### config.mk
export PLATFORM = sky130hd
export DESIGN_NAME = max7219_chain_funcmod_flat
export DESIGN_NICKNAME = d
export VERILOG_FILES = /design/src/rtl/max7219_chain_funcmod_if.sv /design/src/rtl/max7219_chain_funcmod.sv /design/src/flat_wrapper.sv
export SDC_FILE = /design/constraint.sdc
export NUM_CORES = 1
export LEC_CHECK = 0
export BUFFER_PORTS_ARGS = -buffer_cell sky130_fd_sc_hd__buf_4
export CORE_AREA = 2 2 110 112
export DETAILED_ROUTE_END_ITERATION = 12
export DIE_AREA = 0 0 112 114
export GPL_ROUTABILITY_DRIVEN = 0
export PLACE_DENSITY_LB_ADDON = 0.05
export REMOVE_ABC_BUFFERS = 1
export SYNTH_ARGS = -nofsm -noshare
export SYNTH_HDL_FRONTEND = slang
export SYNTH_SLANG_ARGS = --single-unit
export TNS_END_PERCENT = 1
### constraint.sdc
create_clock -name CLOCK -period 2 [get_ports CLOCK]
set_input_delay 0.1 -clock CLOCK [delete_from_list [all_inputs] [get_ports CLOCK]]
set_output_delay 0.1 -clock CLOCK [all_outputs]
set_load 0.02 [all_outputs]
### src/rtl/max7219_chain_funcmod_if.sv
// Handshake and operand bundle between the display control FSM (master)
// and the MAX7219 chain write engine (slave).
interface max7219_chain_funcmod_if #(
  parameter int NDEV = 4
);
  logic                iCall;
  logic [4*NDEV-1:0]   iADDR;
  logic [8*NDEV-1:0]   iDATA;
  logic                oDone;
  logic                oBusy;

  modport master (output iCall, iADDR, iDATA, input  oDone, oBusy);
  modport slave  (input  iCall, iADDR, iDATA, output oDone, oBusy);
endinterface

### src/rtl/max7219_chain_funcmod.sv
// Serial write engine for a daisy-chain of NDEV MAX7219 drivers on one
// CS/SCLK/DATA bus. One call shifts one 16-bit frame per device, farthest
// device first, then raises CS so every device latches together.
// Optional feature macro: MAX7219_AUTOINIT_EN (power-up init sequence).
module max7219_chain_funcmod #(
  parameter int NDEV    = 4,
  parameter int FCLK    = 25,
  parameter int FHALF   = 12,
  parameter int CS_HOLD = 4
`ifdef MAX7219_AUTOINIT_EN
  , parameter logic [3:0] INTENSITY = 4'h8
`endif
) (
  input  logic                    CLOCK,
  input  logic                    RST_n,
  max7219_chain_funcmod_if.slave  bus,
  output logic                    MAX7219_CS,
  output logic                    MAX7219_SCLK,
  output logic                    MAX7219_DATA
);

  localparam int NBITS = 16 * NDEV;
  localparam int BW    = $clog2(NBITS + 1);
  localparam int DW    = $clog2(FCLK);
  localparam int HW    = $clog2(CS_HOLD + 1);

  typedef enum logic [2:0] {
    S_IDLE, S_LOAD, S_SHIFT, S_CSHI, S_DONE, S_INIT
  } state_t;

  state_t           state_q, state_d;
  logic [NBITS-1:0] shift_q, shift_d;
  logic [BW-1:0]    bit_q,   bit_d;
  logic [DW-1:0]    div_q,   div_d;
  logic [HW-1:0]    hold_q,  hold_d;
`ifdef MAX7219_AUTOINIT_EN
  logic [2:0]       init_q,  init_d;
  logic             init_act_q, init_act_d;

  // Broadcast init frame for a given step, replicated to every device.
  function automatic logic [NBITS-1:0] init_frame(input logic [2:0] idx);
    logic [15:0] f;
    case (idx)
      3'd0:    f = 16'h0C01;            // shutdown off
      3'd1:    f = 16'h0B07;            // scan all digits
      3'd2:    f = 16'h0900;            // no decode
      3'd3:    f = {12'h0A0, INTENSITY};
      default: f = 16'h0F00;            // display test off
    endcase
    return {NDEV{f}};
  endfunction
`endif

  // Device k occupies bits [16k+15:16k]; device NDEV-1 leaves first.
  function automatic logic [NBITS-1:0] pack_frames(input logic [4*NDEV-1:0] a,
                                                   input logic [8*NDEV-1:0] d);
    logic [NBITS-1:0] r;
    for (int k = 0; k < NDEV; k++) r[16*k +: 16] = {4'b0000, a[4*k +: 4], d[8*k +: 8]};
    return r;
  endfunction

  // State and datapath registers, cleared asynchronously.
  always_ff @(posedge CLOCK or negedge RST_n) begin
    if (!RST_n) begin
`ifdef MAX7219_AUTOINIT_EN
      state_q    <= S_INIT;
      init_q     <= '0;
      init_act_q <= 1'b1;
`else
      state_q    <= S_IDLE;
`endif
      shift_q <= '0;
      bit_q   <= '0;
      div_q   <= '0;
      hold_q  <= '0;
    end else begin
      // NOTE: non-blocking assignments so every flop samples pre-edge values.
      state_q <= state_d;
      shift_q <= shift_d;
      bit_q   <= bit_d;
      div_q   <= div_d;
      hold_q  <= hold_d;
`ifdef MAX7219_AUTOINIT_EN
      init_q     <= init_d;
      init_act_q <= init_act_d;
`endif
    end
  end

  // Next-state and counter update logic.
  always_comb begin
    // NOTE: hold-value defaults first so no path leaves a variable unassigned (no latches).
    state_d = state_q;
    shift_d = shift_q;
    bit_d   = bit_q;
    div_d   = div_q;
    hold_d  = hold_q;
`ifdef MAX7219_AUTOINIT_EN
    init_d     = init_q;
    init_act_d = init_act_q;
`endif
    unique case (state_q)
      S_IDLE: begin
        if (bus.iCall) begin
          shift_d = pack_frames(bus.iADDR, bus.iDATA);
          state_d = S_LOAD;
        end
      end
      S_LOAD: begin
        div_d   = '0;
        bit_d   = '0;
        state_d = S_SHIFT;
      end
      S_SHIFT: begin
        if (div_q == DW'(FCLK - 1)) begin
          // Bit boundary: next bit appears at count 0 while SCLK is low.
          div_d   = '0;
          shift_d = {shift_q[NBITS-2:0], 1'b0};
          bit_d   = bit_q + 1'b1;
          if (bit_q == BW'(NBITS - 1)) begin
            hold_d  = '0;
            state_d = S_CSHI;
          end
        end else begin
          div_d = div_q + 1'b1;
        end
      end
      S_CSHI: begin
        if (hold_q == HW'(CS_HOLD - 1)) begin
`ifdef MAX7219_AUTOINIT_EN
          if (init_act_q) begin
            if (init_q == 3'd4) begin
              init_act_d = 1'b0;
              state_d    = S_IDLE;
            end else begin
              init_d  = init_q + 1'b1;
              state_d = S_INIT;
            end
          end else begin
            state_d = S_DONE;
          end
`else
          state_d = S_DONE;
`endif
        end else begin
          hold_d = hold_q + 1'b1;
        end
      end
      S_DONE: state_d = S_IDLE;
      S_INIT: begin
`ifdef MAX7219_AUTOINIT_EN
        shift_d = init_frame(init_q);
        state_d = S_LOAD;
`else
        state_d = S_IDLE;
`endif
      end
      default: state_d = S_IDLE;
    endcase
  end

  // Pin and handshake outputs decoded from the current state.
  always_comb begin
    MAX7219_CS   = 1'b1;
    MAX7219_SCLK = 1'b0;
    MAX7219_DATA = 1'b0;
    bus.oDone    = 1'b0;
    bus.oBusy    = (state_q != S_IDLE);
    unique case (state_q)
      S_LOAD: begin
        MAX7219_CS   = 1'b0;
        MAX7219_DATA = shift_q[NBITS-1];
      end
      S_SHIFT: begin
        MAX7219_CS   = 1'b0;
        MAX7219_DATA = shift_q[NBITS-1];
        MAX7219_SCLK = (div_q >= DW'(FHALF));
      end
      S_DONE:  bus.oDone = 1'b1;
      default: ;
    endcase
  end

endmodule
### src/flat_wrapper.sv
// flat-port wrapper written by rule: the top's interface ports become plain ports
module max7219_chain_funcmod_flat 
#(
  parameter int NDEV    = 4,
  parameter int FCLK    = 25,
  parameter int FHALF   = 12,
  parameter int CS_HOLD = 4

)
  (CLOCK, RST_n, MAX7219_CS, MAX7219_SCLK, MAX7219_DATA, bus_iCall, bus_iADDR, bus_iDATA, bus_oDone, bus_oBusy);
  max7219_chain_funcmod_if #(.NDEV(NDEV)) bus_i ();
  input  logic CLOCK;
  input  logic RST_n;
  output logic MAX7219_CS;
  output logic MAX7219_SCLK;
  output logic MAX7219_DATA;
  input wire logic [$bits(bus_i.iCall)-1:0] bus_iCall;
  input wire logic [$bits(bus_i.iADDR)-1:0] bus_iADDR;
  input wire logic [$bits(bus_i.iDATA)-1:0] bus_iDATA;
  output wire logic [$bits(bus_i.oDone)-1:0] bus_oDone;
  output wire logic [$bits(bus_i.oBusy)-1:0] bus_oBusy;
  assign bus_i.iCall = bus_iCall;
  assign bus_i.iADDR = bus_iADDR;
  assign bus_i.iDATA = bus_iDATA;
  assign bus_oDone = bus_i.oDone;
  assign bus_oBusy = bus_i.oBusy;
  max7219_chain_funcmod #(.NDEV(NDEV), .FCLK(FCLK), .FHALF(FHALF), .CS_HOLD(CS_HOLD)) u_core (.CLOCK(CLOCK), .RST_n(RST_n), .bus(bus_i), .MAX7219_CS(MAX7219_CS), .MAX7219_SCLK(MAX7219_SCLK), .MAX7219_DATA(MAX7219_DATA));
endmodule
==> impl.org <==
** Outcome
- The flow ran to the end, and the final reports show no timing, DRC or antenna violations.

** Synthesis
- After synthesis the netlist holds a flip-flop and latch count of 82.
- Top cell type's share of synthesized area :: 0.5133
- Sequential area share after synthesis :: 0.5133
- In the post-synthesis netlist, the biggest area contributors are dfrtp_1, o221a_1, nand2b_1, o221a_2, a22o_1.
- Yosys warning count :: 0
- The synthesized design contains 0 enable-type register cells.
- In the synthesized netlist the dominant register cell turns out to be dfrtp_1.
- Proportion of register bits with asynchronous set or reset after synthesis :: 1.000
- Synth cell count leaders :: dfrtp_1, nand2b_1, o221a_1, a22o_1, o221a_2
- Most frequent cell after synthesis :: dfrtp_1
- The mapped netlist covers 3998 um2.
- A synthesized cell averages 11.97 um2.
- In the synthesized netlist, the number of instances is 334.
- dfrtp_1 takes more of the synthesized area than any other cell.
- Post-synthesis cell type count :: 57

** Setup path
- Setup crit end kind :: output port
- CP cell instances :: buf_4, xnor2_1, nor2_2, and2_1, buf_4
- Counting both buffers and inverters, the worst setup path holds a total of 2.
- Delay-heaviest family, CP :: flip-flops
- Max incr delay on CP :: 0.43 ns
- Critical path required time :: 1.90 ns
- Type of element launching the critical path :: flip-flop
- Data arrival time of the critical path :: 1.74 ns
- Counting buffers and inverters, the worst setup path is 5 cells deep.
- Crit-path most repeated cell :: buf_4
- Of all nets on the critical path, the largest fanout is 24.
- Critical-path top delay cell :: dfrtp_1
- Class of the most critical setup path :: flip-flop to output port
- Logic depth of the worst register-to-register path :: 6

** Power
- The worst-case IR drop observed on VDD is 558.9 uV.
- Combinational cell fraction of total power :: 0.283
- Switching portion of total power :: 0.3057
- Dividing total power by cell area gives a power density of 1308 nW/um2.
- Part of the power in registers :: 0.419
- In this run the static leakage power is 0.002039 uW.
- P_sw :: 1953 uW
- Cell internal power dissipation :: 4436 uW
- Part of the power in the clock network :: 0.299

** Final layout
- After filler insertion, the fill cell instance count of the layout stands at 1135.
- 0 antenna diodes ended up in the layout.
- Non-Filler Instances :: 539
- Relative to the synthesized area, the layout overhead comes to 22.19%.
- The net count of the finished layout is 444.
- Layout cell share with drive strength beyond 1 :: 0.2883

** CTS
- No sink is reached through more buffers than the 2 on the longest clock path.
- Clock tree synthesis inserted a total of 9 buffers.
- In this run the number of H-tree levels came out at 3.
- Clock insertion delay at the later pin of the skew report :: 0.34 ns
- Total number of clock tree sinks :: 82
- Clock-pin slew was measured on the worst setup and hold paths at 0.06 ns.
- Once the clock tree was built, the setup fixing pass inserted 0 buffers.
- Root buffer cell :: clkbuf_16
- CTS tree :: done

** Floorplan
- Num ports :: 56
- Initial Utilization :: 0.3413
- The core region is 11710 um2.
- From bottom edge to top edge, the die measures 114 um.
- DIE AREA :: 12770 um2
- The floorplan has 40 rows.
- Measured along the x axis, the die boundary spans 112 um.

** Timing
- Fin. max-slew vios :: 0
- Of the available clock period, the critical path in the final layout requires 0.9179.
- For the final database, setup skew stands at 0.005545 ns.
- Timing would allow up to 544.7 MHz.
- Setup violations remaining at the end of the flow were counted as 0.
- Slew at the pin closest to its max-slew limit :: 0.5108 ns
- Setup repair after global routing missed its margin :: false
- The routed design could run at a clock period as short as 1.836 ns.
- The count of final hold-check violations was 0.
- Adding up every negative setup slack in the final design gives 0 ns.
- Relative slew slack :: 0.6566

** Route
- Detailed Routing Iterations Pass 1 :: 4
- The routed design has 8535 um of wire.
- Average wire per standard cell :: 15.83 um
- Vias/cell :: 5.219
- Vias :: 2813
- Violation count after the first detailed-routing iteration :: 203
- DRC :: 0
- In this run the remaining antenna-violating nets after routing total 0.

** Flow run
- Number of violations of the max-capacitance limit :: 0

** Min path
- Hold crit path type :: primary input to flip-flop
- The worst hold path passes through 3 cells.

** Global routing
- The first global-routing pass estimated 14710 um of wire.
- GRT overflow :: 0
- Entering global routing, the biggest net connects 48 pins.
- The number of antenna violations at the first check in global routing is 0.
- For this run, the total global-route usage over all layers was measured as 0.1437.
- Number of global-route vias before repair :: 2937

** Place
- Summed over all nets, the half-perimeter wirelength after detailed placement is 5474 um.
- Port buffering added 55 buffers.
- Once placement completed, the tool counted placed cells totaling 522.
==> cell type report <==
| class | count | area, um2 | share of cell area |
|---|---|---|---|
| tap | 147 | 183.9 | 0.03765 |
| inverter | 10 | 37.54 | 0.007684 |
| timing repair buffer | 72 | 570.5 | 0.1168 |
| multi-input combinational | 213 | 1703 | 0.3486 |
| sequential | 82 | 2052 | 0.4201 |
| clock inverter | 6 | 112.6 | 0.02305 |
| clock buffer | 9 | 225.2 | 0.04611 |
==> worst reg2reg max path, stage by stage, from the launching register on <==
cell	delay, ns
dfrtp_1	0.38
inv_1	0.08
ha_1	0.22
and4b_1	0.28
a21o_1	0.23
buf_12	0.18
o221a_2	0.30
==> through the flow <==
step | total power (uW) | hold slack, ns | area, um2 | setup WS, ns | utilization
6_report | 6389 | 0.09923 | 4885 | 0.1641 | 0.4171
5_1_grt | 6825 | 0.09654 | 4885 | 0.05857 | 0.4171
4_1_cts | 6472 | 0.08572 | 4875 | 0.05433 | 0.4162
3_5_place_dp | 4503 | 0.1201 | 4517 | 0.1028 | 0.3857
3_3_place_gp | 4474 | 0.1109 | 4517 | 0.1851 | 0.3857
2_1_floorplan | 3887 | -0.1956 | 3782 | -1.228 | -
==> cell families (layout without fill, tap and decap cells) <==
kind of cell,Yosys count,count (layout),synth area share
buffers and inverters,39,97,0.06322
XOR/XNOR,1,1,0.002191
AO/OA/AOI/OAI,97,97,0.2319
flip-flops,82,82,0.5133
adder cells (fa/ha/maj),5,5,0.01565
AND/OR/NAND/NOR,109,109,0.1712
multiplexers,1,1,0.002504
==> state kept, by name (all words and copies together), names as in the netlist <==
register	flops
u_core.bit_q	7
u_core.div_q	5
u_core.hold_q	3
u_core.shift_q	64
u_core.state_q	3
==> cells in the final DEF (no fill, tap or decap), types with 3 or more instances in the layout <==
cell type / Yosys / routed
nor2_1: 5 / 4
nand2b_1: 49 / 49
dfrtp_1: 82 / 82
o221a_2: 17 / 17
buf_4: 4 / 68
o221a_1: 30 / 30
and3_1: 4 / 4
a21oi_1: 4 / 4
nand2_1: 11 / 11
clkbuf_16: 0 / 9
ha_1: 5 / 5
nand3_1: 8 / 8
o21ai_0: 3 / 3
a22o_1: 18 / 18
nor3_1: 7 / 7
inv_1: 10 / 10
bufinv_16: 0 / 3
a32o_1: 3 / 3
o221ai_1: 3 / 3
==> per-layer routing <==
metal  wire length [um]  part of all wire  vias to the layer above  global-route usage
met4                131             0.015                        0             0.05854
met3                276             0.032                       11             0.03082
met1               4195              0.49                     1362              0.1929
met2               3930              0.46                       53              0.2279
met5                  0                 0                        -                   0
li1                   -                 -                     1387                   -
==> path summary, 6_finish.rpt <==
| kind | startpoint | endpoint | slack (ns) |
|---|---|---|---|
| worst min register to register | u_core.shift_q[12] | u_core.shift_q[12] | 0.50 |
| worst max-delay path | u_core.state_q[0] | MAX7219_DATA | 0.16 |
| max in group asynchronous | RST_n | u_core.shift_q[10] | 1.07 |
| worst max register to register | u_core.div_q[0] | u_core.shift_q[59] | 0.22 |
| worst min-delay path | bus_iDATA[20] | u_core.shift_q[36] | 0.1 |
| min in group asynchronous | RST_n | u_core.bit_q[3] | 0.31 |
==> power groups by stage <==
stage | clock (uW) | combinational [uW] | sequential [uW]
3_5_place_dp | 0 | 1810 | 2690
4_1_cts | 1970 | 1820 | 2680
3_3_place_gp | 0 | 1770 | 2710
6_report | 1910 | 1810 | 2670
2_1_floorplan | 0 | 1250 | 2640
5_1_grt | 2040 | 2020 | 2760
==> timing repair <==
action | 4_1_cts | 5_1_grt
hold buffers | 2 | 0
hold endpoints to repair | 37 | 0
gates resized for setup | 0 | 2
setup endpoints to repair | 0 | 18
Note: power is estimated with default switching activity, not from simulation.
